$ cat src/rtl/router_pkt_tx.sv
// rtl/router_pkt_tx.sv - buffered packet source driving the router ingress port
module router_pkt_tx #(
  parameter int GAP_CYCLES = 2,
  parameter int MAX_LEN    = 63
) (
  input  logic       clock,
  input  logic       reset,
  input  logic       cmd_valid,
  output logic       cmd_ready,
  input  logic [1:0] cmd_addr,
  input  logic [5:0] cmd_len,
  input  logic       pld_valid,
  output logic       pld_ready,
  input  logic [7:0] pld_data,
  input  logic       busy,
  output logic [7:0] data_out,
  output logic       pkt_valid,
  output logic       tx_active,
  output logic       tx_done,
  output logic       addr_err
);

  // GAP counter runs 0..GAP_CYCLES-1; keep at least one bit when GAP_CYCLES is 1
  localparam int GAP_W = (GAP_CYCLES > 1) ? $clog2(GAP_CYCLES) : 1;

  localparam logic [2:0] S_IDLE    = 3'd0;
  localparam logic [2:0] S_LOAD    = 3'd1;
  localparam logic [2:0] S_HEADER  = 3'd2;
  localparam logic [2:0] S_PAYLOAD = 3'd3;
  localparam logic [2:0] S_PARITY  = 3'd4;
  localparam logic [2:0] S_GAP     = 3'd5;

  logic [2:0]       state;
  logic [1:0]       addr_q;
  logic [5:0]       len_q;
  logic [7:0]       parity;
  logic [5:0]       wr_cnt;
  logic [5:0]       rd_ptr;
  logic [GAP_W-1:0] gap_cnt;
  logic [7:0]       hdr;
  logic [7:0]       pld_mem [MAX_LEN];

  assign hdr       = {len_q, addr_q};
  assign cmd_ready = (state == S_IDLE);
  assign pld_ready = (state == S_LOAD);
  assign tx_active = (state == S_HEADER) || (state == S_PAYLOAD) || (state == S_PARITY);

  // Payload buffer write; every slot read during transmit was written during LOAD
  always_ff @(posedge clock) begin
    if (pld_valid && pld_ready) begin
      pld_mem[wr_cnt] <= pld_data;
    end
  end

  // Packet FSM: output byte registers are reloaded only on state entry or byte consumption
  always_ff @(posedge clock) begin
    if (reset) begin
      state     <= S_IDLE;
      addr_q    <= 2'd0;
      len_q     <= 6'd0;
      parity    <= 8'd0;
      wr_cnt    <= 6'd0;
      rd_ptr    <= 6'd0;
      gap_cnt   <= '0;
      data_out  <= 8'd0;
      pkt_valid <= 1'b0;
      tx_done   <= 1'b0;
      addr_err  <= 1'b0;
    end else begin
      tx_done  <= 1'b0;
      addr_err <= 1'b0;
      case (state)
        S_IDLE: begin
          if (cmd_valid) begin
            addr_q <= cmd_addr;
            len_q  <= cmd_len;
            parity <= {cmd_len, cmd_addr};
            wr_cnt <= 6'd0;
            if (cmd_len != 6'd0) begin
              state <= S_LOAD;
            end else if (cmd_addr != 2'd3) begin
              state     <= S_HEADER;
              data_out  <= {cmd_len, cmd_addr};
              pkt_valid <= 1'b1;
            end else begin
              addr_err <= 1'b1;
            end
          end
        end
        S_LOAD: begin
          if (pld_valid) begin
            parity <= parity ^ pld_data;
            wr_cnt <= wr_cnt + 6'd1;
            if (wr_cnt == len_q - 6'd1) begin
              if (addr_q != 2'd3) begin
                state     <= S_HEADER;
                data_out  <= hdr;
                pkt_valid <= 1'b1;
              end else begin
                // Invalid destination: payload is drained but never sent
                state    <= S_IDLE;
                addr_err <= 1'b1;
              end
            end
          end
        end
        S_HEADER: begin
          if (!busy) begin
            if (len_q != 6'd0) begin
              state     <= S_PAYLOAD;
              rd_ptr    <= 6'd0;
              data_out  <= pld_mem[6'd0];
              pkt_valid <= 1'b1;
            end else begin
              state     <= S_PARITY;
              data_out  <= parity;
              pkt_valid <= 1'b0;
            end
          end
        end
        S_PAYLOAD: begin
          if (!busy) begin
            if (rd_ptr == len_q - 6'd1) begin
              state     <= S_PARITY;
              data_out  <= parity;
              pkt_valid <= 1'b0;
            end else begin
              rd_ptr   <= rd_ptr + 6'd1;
              data_out <= pld_mem[rd_ptr + 6'd1];
            end
          end
        end
        S_PARITY: begin
          if (!busy) begin
            state     <= S_GAP;
            data_out  <= 8'd0;
            pkt_valid <= 1'b0;
            tx_done   <= 1'b1;
            gap_cnt   <= '0;
          end
        end
        S_GAP: begin
          if (gap_cnt == GAP_W'(GAP_CYCLES - 1)) begin
            state <= S_IDLE;
          end else begin
            gap_cnt <= gap_cnt + GAP_W'(1);
          end
        end
        default: begin
          state <= S_IDLE;
        end
      endcase
    end
  end

endmodule

$ cat config.mk
export PLATFORM = sky130hd
export DESIGN_NAME = router_pkt_tx
export DESIGN_NICKNAME = d
export VERILOG_FILES = /design/src/rtl/router_pkt_tx.sv
export SDC_FILE = /design/constraint.sdc
export NUM_CORES = 1
export LEC_CHECK = 0
export ABC_AREA = 1
export CAP_MARGIN = 5
export CORE_ASPECT_RATIO = 1.4
export CORE_MARGIN = 4
export CORE_UTILIZATION = 45
export DETAILED_ROUTE_END_ITERATION = 8
export GPL_TIMING_DRIVEN = 1
export MAX_ROUTING_LAYER = met4
export REMOVE_ABC_BUFFERS = 1
export SLEW_MARGIN = 25
export SYNTH_ARGS = -nofsm -noshare
export SYNTH_HDL_FRONTEND = slang
export SYNTH_SLANG_ARGS = --single-unit
$ cat constraint.sdc
create_clock -name clock -period 2 [get_ports clock]
set_clock_uncertainty 0.1 [all_clocks]
set_input_delay 0.4 -clock clock [delete_from_list [all_inputs] [get_ports clock]]
set_output_delay 0.4 -clock clock [all_outputs]
set_load 0.02 [all_outputs]
==> impl_metrics.toml, run 1 <==
[outcome]
status = "complete, but fails checks"
violations = "negative setup slack"

[power_and_ir_drop]
pwr-share-clk_pct = 35.3
pwr-share-comb_pct = 14.6
p_int_w = 0.0195
p_leak_nw = 10.6
p_sw_w = 0.00661
ir_drop_mv = 0.665
power_density_mw_per_mm2 = 899
seqPwrFrac_pct = 50.1
switching_share_pct = 25.3
p_total_w = 0.0261

[clocking]
numCtsBuffers = 50
h-tree-depth = 2
cts_tree = "yes"
clkTransAtPathRegs_ns = 0.07
root_buffer = "clkbuf_16"
clkLatencyLatePin_ns = 0.57
cts_sinks = 547
clockBufferDepth = 3

[worst_setup_path]
arrival_ns = 2.61
cp_top_family = "simple AND/OR/NAND/NOR gates"
worstSetupEndpointType = "register"
timing.rr.start = "rd_ptr[0]$_SDFFE_PP0P_"
cpPeakStageDelay_ns = 0.37
reg2reg_slack_ns = -0.26
r2r_end = "data_out[5]$_SDFFE_PP0P_"
critical_path_class = "register to register"
startpoint_type = "register"
path_buf_inv = 3
cpMostUsedCell = "nand2_1"
reg2reg_depth = 14
cpMaxStageDelayCell = "dfxtp_4"
cp_max_fo = 5
required_ns = 2.36
crit_chain = "ha_4 -> buf_12 -> buf_12 -> bufbuf_16 -> nand2_1 -> nand2_1 -> o21ai_1 -> nand2_1 -> nand3_2 -> nand3_4 -> nand3_1 -> nand2_1 -> nand2_1 -> a21oi_2"

[finish]
fin_nets = 2390
n_antenna_cell = 0
fill_cells = 4080
multi_input_area_sq_mm = 0.00708
ff_latch_area_sq_mm = 0.0160
final_area_sq_mm = 0.0290
syn2layout_area_growth_pct = 25.7
utilization_pct = 57.6
drive_gt1_share_pct = 23.0

[detailed_routing]
routed_wl_um = 66500
vias = 16889
drcViolationCount = 0
firstDrtPassIters = 5
drtIter0Drc = 1618
vias_per_cell = 5.54
final_antenna_net_count = 0
wl_per_cell_um = 21.8

[synth]
yosys.area.top_type = "edfxtp_1"
avgSynthCellArea_sq_um = 10.9
synth_area_leaders = "edfxtp_1 (66%), nand3_1 (11%), nand2_1 (11%)"
netlist_area_sq_mm = 0.0231
synth_ff_type = "edfxtp_1"
synth_seq_cells = 547
yosys_warnings = 0
synth_cell_types = 40
netlist_instances = 2117
synth_top_cell_area_share_pct = 65.6
synthArstFlopShare_pct = 0
synth-edff-count = 504
yosysSeqAreaShare_pct = 69.3

[die]
row_count = 97
start_util_pct = 45.8
die_w_um = 199
die-area_sq_mm = 0.0550
ios = 35
coreArea_sq_mm = 0.0504
fp.dieH_um = 276

[timing]
finalSetupViolations = 18
fin_crit_ns = 2.26
setup_tns_ns = -2.44
min_period_over_period_pct = 113
slew_violations = 0
max_freq_mhz = 443
grt_setup_unrepaired = "true"
tightest_slew_ns = 0.490
relSlewSlack_pct = 67.3
worst_hold_slack_ns = 0.121
layout_setup_ws_ns = -0.255
hold_viol = 0

[grt]
grt_pass1_wl_um = 98500
antenna_found_initial = 0
grt_pass1_vias = 16512
grt_max_degree = 76
overflow = 0
grt.total_usage_pct = 24.3

[job]
max-cap-violations = 0

[placement]
dp_hpwl_um = 43100
port_buffers = 34
place_area_sq_mm = 0.0258
gp_congestion = 0.926

[min_path]
hold_end = "pld_mem[0][6]$_DFFE_PP_"
hold-path-cell-count = 1
hold_start = "pld_data[6]"
min_path_type = "input pin to register"
-- worst max-delay path by stage --
stage	from	end	slack, ns	cells after the start
after floorplan	rd_ptr[0]$_SDFFE_PP0P_	rd_ptr[0]$_SDFFE_PP0P_	-7.76	12
after global placement	pld_valid	pld_mem[21][3]$_DFFE_PP_	-0.49	7
after detailed placement	pld_valid	pld_mem[21][7]$_DFFE_PP_	-0.55	7
after CTS	rd_ptr[1]$_SDFFE_PP0P_	data_out[3]$_SDFFE_PP0P_	-0.17	14
after global routing	rd_ptr[0]$_SDFFE_PP0P_	data_out[4]$_SDFFE_PP0P_	-0.36	14
final	rd_ptr[0]$_SDFFE_PP0P_	data_out[5]$_SDFFE_PP0P_	-0.26	14
-- flip-flops by register name (all words and copies together), names as in the netlist, 2 cells and up --
signal,cells
addr_q,2
data_out,8
len_q,6
parity,8
pld_mem,504
rd_ptr,6
state,3
wr_cnt,6
-- routing by layer --
metal	global-route usage (%)	share of wire (%)	vias to the layer above	wire length [um]
li1	-	-	7960	-
met5	-	0	-	0
met3	2.29	4.9	152	3250
met2	42.0	53	530	35100
met4	9.25	4.0	0	2630
met1	29.8	38	8247	25500
-- placed cells by master, fill, tap and decap left out, drive strengths merged, types with 7 or more instances in the layout --
cell type and count:
a21oi 43, a31oi 8, buf 283, clkbuf 68
clkdlybuf4s50 12, clkinv 20, dfxtp 43, dlygate4sd2 11
edfxtp 504, inv 54, nand2 654, nand3 508
nand4 10, nor2 98, nor3 7, o211ai 10
o21ai 27, or2 16
-- power groups by stage --
| stage | sequential [W] | clock, W | combinational (W) |
|---|---|---|---|
| 2_1_floorplan | 0.0133 | 0 | 0.00168 |
| 3_3_place_gp | 0.0133 | 0 | 0.00331 |
| 3_5_place_dp | 0.0133 | 0 | 0.00334 |
| 4_1_cts | 0.0130 | 0.00938 | 0.00350 |
| 5_1_grt | 0.0131 | 0.00982 | 0.00416 |
| 6_report | 0.0131 | 0.00920 | 0.00380 |
-- cell usage after synthesis, drive strengths merged, types with 2 or more instances --
library cell and count:
nand2 654, nand3 508, edfxtp 504, nor2 98, buf 90, inv 53, a21oi 43, dfxtp 43
o21ai 27, clkbuf 26, or2 16, nand4 10, o211ai 10, a31oi 8, nor3 7, xor2 5
ha 3, a211oi 2, a21boi 2, clkinv 2, o21a 2
-- kinds of logic (layout without fill, tap and decap cells) --
kind of cell / count (synthesis) / after routing / synth area share, %
AO/OA/AOI/OAI: 95 / 95 / 2.30
flip-flops: 547 / 547 / 69.3
AND/OR/NAND/NOR: 1294 / 1294 / 24.3
XOR/XNOR: 7 / 7 / 0.439
adder cells (fa/ha/maj): 3 / 3 / 0.163
buffers and inverters: 171 / 458 / 3.43
-- stage by stage --
| stage | cells | setup slack, ns |
|---|---|---|
| 2_1_floorplan | 2001 | -7.76 |
| 6_report | 3047 | -0.255 |
| 5_1_grt | 3047 | -0.360 |
| 3_5_place_dp | 2917 | -0.549 |
| 4_1_cts | 3029 | -0.172 |
| 3_3_place_gp | 2917 | -0.487 |
-- layout make-up --
cell class	instances	share of cell area, %
clock buffer	63	4.56
clock inverter	27	0.777
inverter	55	0.897
multi-input combinational	1399	24.4
sequential	547	55.2
tap	643	2.77
timing repair buffer	313	11.4
-- timing repair --
item / 4_1_cts / 5_1_grt
hold buffers: 1 / 0
buffers inserted: 14 / 13
hold endpoints to repair: 2 / 0
cloned: 7 / 5
pin swaps: 22 / 29
gates resized for setup: 177 / 119
setup endpoints to repair: 398 / 437
(Power assumes the default switching activity.)
==> run 2, diff against run 1 <==
- CORE_ASPECT_RATIO: 1.4 -> unset
- GPL_TIMING_DRIVEN: 1 -> unset
- SLEW_MARGIN: 25 -> unset
==> impl_metrics.toml, run 2 (synthesis results as in run 1) <==
[worst_setup_path]
reg2reg_slack_ns = -0.23
arrival_ns = 2.63
reg2reg_depth = 12
crit_start = "rd_ptr[0]$_SDFFE_PP0P_"
r2r_end = "data_out[6]$_SDFFE_PP0P_"
worstSetupEndpointType = "register"
timing.rr.start = "rd_ptr[0]$_SDFFE_PP0P_"
critical_path_class = "register to register"
required_ns = 2.40
cp_max_fo = 8
startpoint_type = "register"
worstSetupEndpoint = "data_out[6]$_SDFFE_PP0P_"

[finish]
ff_latch_area_sq_mm = 0.0160
syn2layout_area_growth_pct = 30.1
top_register = "pld_mem"
largest_reg_flops = 504
fin_nets = 2382
drive_gt1_share_pct = 27.0
final_common_cell = "nand2_1"
final_cell_mix = "nand2_1 (627), edfxtp_1 (504), nand3_1 (364)"
multi_input_area_sq_mm = 0.00771
n_antenna_cell = 0
reg.largest.list = "pld_mem (504), data_out (8), parity (8)"
fill_cells = 4060

[timing]
hold_viol = 0
finalSetupViolations = 19
slew_violations = 0
grt_setup_unrepaired = "true"
tightest_slew_ns = 0.462
max_freq_mhz = 448
min_period_over_period_pct = 112
relSlewSlack_pct = 69.2
fin_crit_ns = 2.23
layout_setup_ws_ns = -0.234
setup_tns_ns = -2.06

[die]
start_util_pct = 45.8
row_count = 82
die-area_sq_mm = 0.0550
die_w_um = 234
fp.dieH_um = 234
ios = 35
coreArea_sq_mm = 0.0504

[clocking]
root_buffer = "clkbuf_16"
numCtsBuffers = 56
h-tree-depth = 2
clkTransAtPathRegs_ns = 0.06
cts_sinks = 547
clockBufferDepth = 3
clkLatencyLatePin_ns = 0.62
cts_tree = "yes"

[power_and_ir_drop]
p_int_w = 0.0202
seqPwrFrac_pct = 48.0
switching_share_pct = 25.8
p_sw_w = 0.00702
p_leak_nw = 10.9
pwr-share-comb_pct = 15.2
ir_drop_mv = 0.909
pwr-share-clk_pct = 36.9
power_density_mw_per_mm2 = 906

[detailed_routing]
drcViolationCount = 0
drtIter0Drc = 1806
firstDrtPassIters = 5
vias_per_cell = 5.61
final_antenna_net_count = 0
wl_per_cell_um = 22.8
vias = 17250
routed_wl_um = 70000

[min_path]
hold_start = "pld_data[0]"
min_path_type = "input pin to register"

[outcome]
status = "complete, but fails checks"
violations = "negative setup slack"

[grt]
grt_pass1_wl_um = 102000
antenna_found_initial = 0
overflow = 0
grt_max_degree = 64
grt_pass1_vias = 16729
grt.total_usage_pct = 25.7

[job]
max-cap-violations = 0

[placement]
dp_slack_ns = -0.687
gp_congestion = 0.944
dp_hpwl_um = 43800
port_buffers = 34
[run 2: cell types whose count changed in the layout (fill, tap and decap cells not counted), moves of 11 or more]
cell	delta
nand3_1	-55
nor2_4	+32
buf_4	-34
nand2_2	+11
nand3_4	+15
nor2_1	-25
nand2_1	-11
nand3_2	+40
[run 2: per-layer routing]
metal	GRT usage (%)	vias to the layer above	part of all wire, %
met5	-	-	0
met4	8.21	0	3.0
met3	3.57	124	7.2
met2	40.5	691	48
met1	35.1	8500	42
li1	-	7935	-
[run 2: metrics by stage]
stage | power (W) | util, % | hold WS, ns | cell area, sq um | instances
floorplan | 0.0150 | - | 0.331 | 22500 | 2001
global placement | 0.0167 | 51.2 | 0.352 | 25800 | 2920
detailed placement | 0.0168 | 51.2 | 0.354 | 25800 | 2920
CTS | 0.0271 | 58.0 | 0.0469 | 29200 | 3057
global route | 0.0281 | 59.6 | 0.0975 | 30000 | 3075
finish | 0.0272 | 59.6 | 0.0778 | 30000 | 3075
[run 2: worst max-delay path, cell delays in order, from the launching register on]
cell and delay, ns:
dfxtp_4 0.36, ha_4 0.36, buf_8 0.16, bufbuf_16 0.27
nand3_1 0.09, nand3_2 0.10, nand3_2 0.13, nand3_2 0.13
nand3_4 0.11, nand3_4 0.11, nand3_2 0.08, nand2_1 0.07
a21oi_1 0.06
[run 2: worst min-delay path by stage]
stage | to | slack [ns] | cells past startpoint
floorplan | gap_cnt$_SDFFE_PP0P_ | 0.33 | 2
global placement | gap_cnt$_SDFFE_PP0P_ | 0.35 | 2
detailed placement | data_out[6]$_SDFFE_PP0P_ | 0.35 | 2
CTS | parity[0]$_SDFFE_PP0P_ | 0.05 | 4
global route | pld_mem[1][7]$_DFFE_PP_ | 0.1 | 1
finish | parity[0]$_SDFFE_PP0P_ | 0.08 | 4
[run 2: final cells by class]
type,instances,share of cell area (%)
clock buffers,74,5.20
clock inverters,29,0.679
inverters,55,0.854
multi-input cells,1399,25.7
flip-flops and latches,547,53.3
well taps,672,2.80
repair buffers,299,11.4
[run 2: repair_timing]
action                                  CTS  global route
gates resized for setup                 318           129
hold buffers                              3             0
endpoints found under the hold margin    11             0
pin swaps                                35            47
setup buffers                            20            11
gates cloned                             11             8
endpoints found under the setup margin  536           235
[run 2: power by group through the flow]
stage	Combinational (W)	Sequential [W]	Clock [W]
after floorplan	0.00168	0.0133	0
after global placement	0.00350	0.0132	0
after detailed placement	0.00352	0.0133	0
after CTS	0.00388	0.0130	0.0102
after global routing	0.00446	0.0131	0.0106
final	0.00412	0.0130	0.0100
==> run 3, diff against run 2 <==
- clock period: 2 -> 2.89 ns (I/O delays scaled with it)
==> impl_metrics.toml, run 3 (synthesis results as in run 1) <==
[detailed_routing]
firstDrtPassIters = 6
wl_per_cell_um = 21.5
drcViolationCount = 0
final_antenna_net_count = 0
vias = 16245
vias_per_cell = 5.53
routed_wl_um = 63200
drtIter0Drc = 1697

[finish]
final_cell_mix = "nand2_1 (653), nand3_1 (507), edfxtp_1 (504)"
final_common_cell = "nand2_1"
fill_cells = 4376
fin_nets = 2245
top_register = "pld_mem"
reg.largest.list = "pld_mem (504), data_out (8), parity (8)"
multi_input_area_sq_mm = 0.00630
stdcell_count = 2940
largest_reg_flops = 504
drive_gt1_share_pct = 11.3
ff_latch_area_sq_mm = 0.0160
syn2layout_area_growth_pct = 15.7
final_area_sq_mm = 0.0267

[worst_setup_path]
timing.rr.start = "rd_ptr[0]$_SDFFE_PP0P_"
worstSetupEndpointType = "output port"
cpPeakStageDelay_ns = 0.66
cpMaxStageDelayCell = "clkdlybuf4s50_1"
arrival_ns = 2.01
cp_max_fo = 5
crit_chain = "inv_1 -> nand2_1 -> nor2_2 -> clkdlybuf4s50_1"
required_ns = 2.21
crit_start = "state[0]$_SDFFE_PP0P_"
startpoint_type = "register"
critical_path_class = "register to output port"

[die]
ios = 35
start_util_pct = 45.8
coreArea_sq_mm = 0.0504
die-area_sq_mm = 0.0550
row_count = 82
die_w_um = 234
fp.dieH_um = 234

[timing]
fin_crit_ns = 2.69
slew_violations = 0
tightest_slew_ns = 0.661
relSlewSlack_pct = 56.0
max_freq_mhz = 372
finalSetupViolations = 0
hold_viol = 0
min_period_over_period_pct = 93.1
worst_hold_slack_ns = 0.295
grt_setup_unrepaired = "false"

[power_and_ir_drop]
p_leak_nw = 9.58
switching_share_pct = 25.3
p_sw_w = 0.00457
pwr-share-clk_pct = 38.3
seqPwrFrac_pct = 50.3
pwr-share-comb_pct = 11.3
power_density_mw_per_mm2 = 675
p_int_w = 0.0135
ir_drop_mv = 0.497

[grt]
grt_pass1_wl_um = 95700
antenna_found_initial = 1
grt.total_usage_pct = 23.8
grt_max_degree = 91
overflow = 0
grt_pass1_vias = 15838

[placement]
port_buffers = 34
dp_cells = 2835
gp_congestion = 0.955
dp_hpwl_um = 39800
place_area_sq_mm = 0.0249

[clocking]
clkTransAtPathRegs_ns = 0.06
post_cts_buffers = 0
ctsHoldBuffers = 0
h-tree-depth = 2
clkLatencyLatePin_ns = 0.61
clockBufferDepth = 3
cts_tree = "yes"
root_buffer = "clkbuf_16"
cts_resized = 1
numCtsBuffers = 56
cts_sinks = 547

[job]
max-cap-violations = 0

[min_path]
hold_start = "pld_data[1]"
min_path_type = "input pin to register"

[outcome]
status = "completed"
[run 3: cell count changes in the layout (fill, tap and decap cells not counted), sizes merged, moves of 11 or more]
cell	previous run	this run
clkdlybuf4s50	12	24
clkbuf	81	70
buf	263	136
dlygate4sd2	11	0
[run 3: worst max-delay path, delay by kind of cell (launching register included)]
family                 cells  cell delay [ns]
AND/OR/NAND/NOR            2             0.32
buffers and inverters      2             0.76
flip-flops                 1             0.34
[run 3: final timing paths]
path / slack (ns) / endpoint / cells after the start
max reg2reg: 0.27 / data_out[3]$_SDFFE_PP0P_ / 14
max: 0.20 / cmd_ready / 4
min: 0.29 / pld_mem[12][1]$_DFFE_PP_ / 1
min reg2reg: 0.37 / gap_cnt$_SDFFE_PP0P_ / 2
[run 3: stage by stage]
step	total power, W	setup WS [ns]	utilization, %	TNS (ns)
floorplan	0.0104	-6.87	-	-121.69
global placement	0.0113	0.204	49.5	0
detailed placement	0.0113	0.102	49.5	0
CTS	0.0181	0.00766	53.0	0
global route	0.0187	0.100	53.0	0
finish	0.0180	0.198	53.0	0
[run 3: area by class of cell]
| class | count | share of cell area (%) |
|---|---|---|
| Antenna cell | 1 | 0.00938 |
| Clock buffer | 70 | 5.60 |
| Clock inverter | 34 | 0.905 |
| Inverter | 55 | 0.820 |
| Multi-Input combinational cell | 1399 | 23.6 |
| Sequential cell | 547 | 59.9 |
| Tap cell | 672 | 3.15 |
| Timing Repair Buffer | 162 | 5.96 |
[run 3: layer usage]
metal	up-vias	part of all wire, %	GRT usage (%)
li1	7643	-	-
met1	7874	42	31.4
met2	610	48	37.5
met3	118	7.3	4.40
met4	0	3.3	8.40
met5	-	0	-
[run 3: power by group through the flow]
stage / logic [W] / registers (W) / clock network (W)
detailed placement: 0.00203 / 0.00923 / 0
floorplan: 0.00116 / 0.00922 / 0
finish: 0.00204 / 0.00907 / 0.00691
CTS: 0.00204 / 0.00906 / 0.00702
global route: 0.00227 / 0.00908 / 0.00736
global placement: 0.00202 / 0.00923 / 0
